### src/rtl/div_seq_ctrl.sv
// Sequencer for an iterative radix-2 restoring divider (DIV/DIVU/REM/REMU).
// Stalls the pipeline while iterating and returns one result with a single-cycle valid strobe.
module div_seq_ctrl #(
  parameter int XLEN  = 32,
  parameter int CNT_W = 6
) (
  input  logic            clk,
  input  logic            rst,
  input  logic            div_req_i,
  input  logic [1:0]      div_op_i,
  input  logic [XLEN-1:0] dividend_i,
  input  logic [XLEN-1:0] divisor_i,
  input  logic            kill_i,
  output logic            div_stall_o,
  output logic            div_busy_o,
  output logic            div_valid_o,
  output logic [XLEN-1:0] div_result_o
);

  typedef enum logic [1:0] {IDLE, CALC, DONE} state_t;

  localparam logic [XLEN-1:0] MIN_NEG = {1'b1, {(XLEN-1){1'b0}}};
  localparam logic [CNT_W-1:0] LAST_STEP = CNT_W'(XLEN - 1);

  state_t            state;
  logic [CNT_W-1:0]  cnt;
  logic [XLEN-1:0]   rem_q;
  logic [XLEN-1:0]   quo_q;
  logic [XLEN-1:0]   dvs_mag;
  logic              rem_sel;
  logic              neg_quo;
  logic              neg_rem;

  logic              is_signed;
  logic              dvd_neg;
  logic              dvs_neg;
  logic [XLEN-1:0]   dvd_abs;
  logic [XLEN-1:0]   dvs_abs;
  logic              div_zero;
  logic              overflow;
  logic [XLEN-1:0]   spec_result;
  logic [XLEN:0]     rem_shift;
  logic [XLEN:0]     rem_diff;
  logic [XLEN-1:0]   rem_next;
  logic [XLEN-1:0]   quo_next;
  logic [XLEN-1:0]   quo_fix;
  logic [XLEN-1:0]   rem_fix;
  logic [XLEN-1:0]   calc_result;

  // Operand decode for the accept cycle: signedness, magnitudes and the two bypass cases.
  always_comb begin
    is_signed   = ~div_op_i[0];
    dvd_neg     = is_signed & dividend_i[XLEN-1];
    dvs_neg     = is_signed & divisor_i[XLEN-1];
    dvd_abs     = dvd_neg ? (~dividend_i + 1'b1) : dividend_i;
    dvs_abs     = dvs_neg ? (~divisor_i + 1'b1) : divisor_i;
    div_zero    = (divisor_i == '0);
    overflow    = is_signed & (dividend_i == MIN_NEG) & (divisor_i == '1);
    spec_result = '0;
    if (div_op_i[1])
      spec_result = div_zero ? dividend_i : '0;
    else
      spec_result = div_zero ? '1 : MIN_NEG;
  end

  // One restoring step; the extra top bit keeps the remainder MSB and doubles as the borrow.
  always_comb begin
    rem_shift   = {rem_q, quo_q[XLEN-1]};
    rem_diff    = rem_shift - {1'b0, dvs_mag};
    rem_next    = rem_diff[XLEN] ? rem_shift[XLEN-1:0] : rem_diff[XLEN-1:0];
    quo_next    = {quo_q[XLEN-2:0], ~rem_diff[XLEN]};
    quo_fix     = neg_quo ? (~quo_next + 1'b1) : quo_next;
    rem_fix     = neg_rem ? (~rem_next + 1'b1) : rem_next;
    calc_result = rem_sel ? rem_fix : quo_fix;
  end

  // Control FSM; result and valid are loaded on the edge that enters DONE.
  always_ff @(posedge clk or posedge rst) begin
    if (rst) begin
      state        <= IDLE;
      cnt          <= '0;
      rem_q        <= '0;
      quo_q        <= '0;
      dvs_mag      <= '0;
      rem_sel      <= 1'b0;
      neg_quo      <= 1'b0;
      neg_rem      <= 1'b0;
      div_valid_o  <= 1'b0;
      div_result_o <= '0;
    end else begin
      div_valid_o <= 1'b0;
      if (kill_i) begin
        state <= IDLE;
        cnt   <= '0;
      end else begin
        case (state)
          IDLE: begin
            if (div_req_i) begin
              rem_sel <= div_op_i[1];
              neg_quo <= dvd_neg ^ dvs_neg;
              neg_rem <= dvd_neg;
              dvs_mag <= dvs_abs;
              rem_q   <= '0;
              quo_q   <= dvd_abs;
              cnt     <= '0;
              if (div_zero || overflow) begin
                state        <= DONE;
                div_result_o <= spec_result;
                div_valid_o  <= 1'b1;
              end else begin
                state <= CALC;
              end
            end
          end
          CALC: begin
            rem_q <= rem_next;
            quo_q <= quo_next;
            cnt   <= cnt + 1'b1;
            if (cnt == LAST_STEP) begin
              state        <= DONE;
              div_result_o <= calc_result;
              div_valid_o  <= 1'b1;
            end
          end
          DONE:    state <= IDLE;
          default: state <= IDLE;
        endcase
      end
    end
  end

  assign div_busy_o  = (state != IDLE);
  assign div_stall_o = ~rst & div_req_i & ~div_valid_o & ~kill_i;

endmodule
### config.mk
export PLATFORM = sky130hd
export DESIGN_NAME = div_seq_ctrl
export DESIGN_NICKNAME = d
export VERILOG_FILES = /design/src/rtl/div_seq_ctrl.sv
export SDC_FILE = /design/constraint.sdc
export NUM_CORES = 1
export LEC_CHECK = 0
export BUFFER_PORTS_ARGS = -buffer_cell sky130_fd_sc_hd__buf_4
export CAP_MARGIN = 25
export CORE_MARGIN = 1.5
export CORE_UTILIZATION = 55
export DETAILED_ROUTE_END_ITERATION = 12
export PLACE_DENSITY = 0.71
export SKIP_LAST_GASP = 1
export SYNTH_ARGS = -nofsm -noshare
export SYNTH_HDL_FRONTEND = slang
export SYNTH_SLANG_ARGS = --single-unit
export TNS_END_PERCENT = 20
### constraint.sdc
create_clock -name clk -period 10.22 [get_ports clk]
set_input_delay 1.533 -clock clk [delete_from_list [all_inputs] [get_ports clk]]
set_output_delay 1.533 -clock clk [all_outputs]
set_load 0.1 [all_outputs]
# Word level (Yosys, flattened, before mapping)

Cells that the tools add are included.

Register bits after elaboration: 140
Bits of input ports: 70
Output and inout bits: 35
Word-level logic and storage cells: 83

Add/sub/neg operators: 6
Eq/ne operators: 9
Multiplexer cells: 30
Bitwise gates (word level): 17
Reduce and logical (&&, ||, !) cells: 11

Operators with widths:

| kind                    | number |
|---|---|
| $mux W32                | 13 |
| $pmux W32 S2            | 3 |
| $add A32 B1 Y32 const B | 4 |
| $not A32 Y32            | 4 |
| $eq A32 B32 Y1 const B  | 2 |
| $sub A33 B32 Y33        | 1 |
| $logic_not A32 Y1       | 1 |
| $mux W31                | 1 |
| $mux W6                 | 2 |
| $pmux W6 S2             | 1 |
| $mux W2                 | 4 |
| $and A1 B1 Y1           | 7 |
| $add A6 B1 Y6 const B   | 1 |
| $eq A6 B5 Y1 const B    | 1 |
| $ne A2 B2 Y1 const B    | 3 |
| $ne A3 B3 Y1 const B    | 2 |
| $reduce_and A3 Y1       | 2 |
| $not A1 Y1              | 5 |
| $reduce_and A5 Y1       | 1 |
| $mux W1                 | 4 |
| $pmux W2 S2             | 1 |
| $reduce_and A2 Y1       | 2 |
| $reduce_bool A2 Y1      | 2 |
| $reduce_bool A3 Y1      | 1 |
| other kinds (5)         | 5 |

# Logic depth before layout (Yosys ltp)

Word-level depth: 8
Gate-level depth with buffers: 24
Depth with buffers taken out: 23

# Worst setup path after synthesis

OpenSTA, ideal clock, no wires.

Kind: input to output
Start point: input port kill_i
End point: output port div_stall_o
Data arrival time: 4.658 ns
Required time: 8.687 ns
Slack: 4.029 ns
Cell stages on the path: 1
Buffers on the path: 0
Cell sequence: nor4b_1

Longest elaborated chain between the ends: 2

RTL lines:

| item                        | RTL line | text |
|---|---|---|
| from (decl)                 | 13       | `input logic kill_i,` |
| $not A1 Y1 (no source line) | -        |  |
| $and A1 B1 Y1               | 133      | `assign div_stall_o = ~rst & div_req_i & ~div_valid_o & ~kill_i;` |
| to (decl)                   | 14       | `output logic div_stall_o,` |

Every way passes these cells.

# Final worst setup path

Start point: register rem_q[16]
End point: register div_result_o[26]

Longest elaborated chain between the ends: 8
Elaborated cells on any way between the ends: 12
Those cells by class: 3 x add/sub; 6 x mux; 3 x bitwise

RTL lines:

| item                                      | RTL line | text |
|---|---|---|
| from (decl)                               | 27       | `logic [XLEN-1:0] rem_q;` |
| from (signal assigned)                    | 116      | `rem_q <= rem_next;` |
| $sub A33 B32 Y33                          | 69       | `rem_diff = rem_shift - {1'b0, dvs_mag};` |
| $mux W32 or $not A1 Y1 (tied branches)    | 70, 71   |  |
| $not A32 Y32, on equally long branches    | 73, 72   |  |
| $add A32 B1 Y32, on equally long branches | 73, 72   |  |
| $mux W32, on equally long branches        | 73, 72   |  |
| $mux W32 (*)                              | 74       | `calc_result = rem_sel ? rem_fix : quo_fix;` |
| $mux W32 (*)                              | 119      | `if (cnt == LAST_STEP) begin` |
| $pmux W32 S2 (*)                          | 96       | `case (state)` |
| to (signal assigned)                      | 108      | `div_result_o <= spec_result;` |
| to (signal assigned)                      | 121      | `div_result_o <= calc_result;` |
| to (decl)                                 | 17       | `output logic [XLEN-1:0] div_result_o` |

Every way passes the cells marked *; elsewhere a longest branch is shown, timed or not. The select of a mux whose other input is x is not followed.
A chain may end at the register's enable or synchronous reset.

==> reports/metrics.csv <==
metric,value,unit
antenna_found_initial,3,
grt_pass1_wl,66.6,mm
yosysSeqAreaShare,0.283,
ctsHoldBuffers,0,
grt_setup_unrepaired,no,
swShare,0.495,
drv_slew,0,
cap_violations,0,
vias,12700,
syn_nets,1749,
synth_seq_cells,140,
grt_pass1_vias,12000,
cts.sinks,140,
r2r_cells,18,
grt.overflow.total,0,
cp_max_fo,45,
fin_ws,3.54,ns
fp.dieH,153,um
critical_path_required,10.53,ns
yosys-top-cells-count,"nand2_1 (219), o21ai_0 (209), nor2_1 (144), dfrtp_1 (140), a21oi_1 (119)",
async_flop_share,1.00,
cts_buffer_depth,2,
fin_nets,1791,
hold_class,flop to flop,
yosys_most_used_dff,dfrtp_1,
yosysMostFrequentCell,nand2_1,
netSwitchingPower,1390,uW
cts-root-buf,clkbuf_16,
timing.setup.tns,0,ns
postSynthCellCount,1640,
place.port_buffers,104,
grtUsageTotal,0.362,
synth.top_cell.area_share,0.283,
cts_resized,0,
cts_buffers,17,
drc,0,
wl_per_cell,21.2,um
hpwl,31.0,mm
rows,54,
hold_end,cnt[5],
synth_area,12400,sq um
worst_slew_pin_slew,1.07,ns
die_area,23400,sq um
placed_cell_area,13200,sq um
max_slew_margin,0.285,
setup_viol,0,
dr.pass1.iters,8,
period_minus_slack,6.68,ns
fmax,0.150,GHz
holdPathStages,1,
power_density,204,nW/um^2
coreArea,22000,sq um
drtAntennaViolNets,0,
whs,0.471,ns
initial_utilization,0.564,
cp-end-kind,flop,
stdcell_area,13800,sq um
instances_no_fill,1977,
crit_arrival,6.98,ns
ir_drop,227,uV
timing.rr.start,rem_q[16],
fin_skew,0.0133,ns
power.internal,1430,uW
viasPerCell,6.44,
pre_cts_ws,3.76,ns
wl,42.0,mm
r2r-end,div_result_o[26],
hold_violations,0,
clk_pin_slew,0.06,ns
synth_edf_count,0,
period_share,0.653,
dp_cells,1941,
ff2ff_setup_slack,3.54,ns
layout-drive-gt1-share,0.117,
place_congestion,1.01,
fp.dieW,153,um
ys_types,92,
synth_warnings,0,
worstSkewPairLatency,0.44,ns
seqPwrFrac,0.279,
leakagePower,0.00584,uW
cts_tree,yes,
start_kind,flop,
status,finished clean,
criticalPathCategory,flop to flop,
p_comb_frac,0.490,
postCtsSetupBuffers,0,
area_growth,11.8,%
p_clk_frac,0.231,
synth_area_leaders,"dfrtp_1 (28%), o21ai_0 (8.5%), nand2_1 (6.6%)",
cts-htree-levels,4,
hold_start,cnt[5],
io_pins,105,
postSynthAreaPerCell,7.55,sq um
grt_max_degree,99,
drtIter0Drc,1486,
synth_area_leader_cell,dfrtp_1,
==> power by group through the flow <==
| stage | Sequential [uW] | Clock (uW) | Combinational, uW |
|---|---|---|---|
| after detailed placement | 792 | 0 | 1360 |
| after floorplan | 1140 | 0 | 669 |
| after CTS | 784 | 650 | 1360 |
| after global placement | 789 | 0 | 1340 |
| final | 787 | 651 | 1380 |
| after global routing | 803 | 672 | 1480 |
==> sequential cells by signal, indices dropped and copies added, names as in the netlist <==
name          count
rem_q            32
div_result_o     32
neg_rem           1
cnt               6
dvs_mag          32
neg_quo           1
div_valid_o       1
quo_q            32
rem_sel           1
state             2
==> per-layer routing <==
layer | vias up | track usage | part of all wire
li1 | 5995 | - | -
met1 | 6036 | 0.508 | 0.44
met2 | 619 | 0.554 | 0.44
met3 | 76 | 0.0746 | 0.090
met4 | 0 | 0.126 | 0.027
met5 | - | 0 | 0
==> per-stage QoR <==
step / utilization / power (uW)
floorplan: - / 1810
global placement: 0.600 / 2130
detailed placement: 0.601 / 2150
CTS: 0.628 / 2800
global route: 0.630 / 2960
finish: 0.630 / 2820
==> cell type report <==
| class | instances | area, sq um |
|---|---|---|
| diodes | 2 | 5.00 |
| well taps | 280 | 350 |
| flip-flops and latches | 140 | 3500 |
| inverters | 64 | 245 |
| repair buffers | 123 | 948 |
| multi-input cells | 1336 | 8190 |
| clock buffers | 17 | 425 |
| clock inverters | 15 | 164 |
| fillers | 1969 | 8130 |
==> kinds of logic after synthesis <==
family          share of synthesized area
mux                                0.0209
fa+ha+maj                          0.0400
simple gates                        0.227
xor+xnor                           0.0941
buf+inv                            0.0558
flops                               0.283
compound gates                      0.279
==> worst max-delay path by stage <==
stage              start                to  slack [ns]  cells past startpoint
2_1_floorplan     kill_i       div_stall_o        4.03                      1
3_3_place_gp   rem_q[16]  div_result_o[26]        3.93                     20
3_5_place_dp   rem_q[16]  div_result_o[26]        3.76                     18
4_1_cts        rem_q[16]  div_result_o[26]        3.75                     20
5_1_grt        rem_q[16]  div_result_o[26]        3.14                     20
6_report       rem_q[16]  div_result_o[26]        3.54                     18
==> critical path: stages (launching register included) <==
cell and delay, ns:
dfrtp_1 0.45, ha_1 0.61, nand4_4 0.19, or2_1 0.27
a2111oi_0 0.27, a21bo_2 0.30, mux2_4 0.40, nor2_8 0.64
inv_2 0.53, a21oi_1 0.38, ha_1 0.26, nor3b_1 0.45
nand2_1 0.18, or3_1 0.35, or4_1 0.49, a21bo_2 0.25
o31ai_1 0.29, xnor2_1 0.16, o21ai_1 0.07
==> cell usage in the layout, fill, tap and decap left out, types with 7 or more instances in the layout <==
cell type	synthesis	layout
nand2b_1	23	23
a21o_1	15	15
xnor2_1	77	77
mux2i_1	21	21
nor2_1	144	144
dfrtp_1	140	140
nor2b_1	10	9
o22ai_1	7	7
nand3_1	28	28
inv_1	61	60
xor2_1	56	56
a31oi_1	29	29
a211oi_1	13	13
o41ai_1	7	7
nor4_1	21	21
and3_1	7	7
nor3_1	35	35
o21ai_0	209	209
nand2_1	219	219
or4_1	11	11
clkbuf_16	0	17
o31ai_1	33	33
or3_1	22	21
and2_1	9	9
buf_4	5	120
a21oi_1	119	119
o211ai_1	24	24
o21a_1	12	12
nand4_1	26	26
ha_1	38	38
No activity file was read; power rests on OpenSTA's default activity.
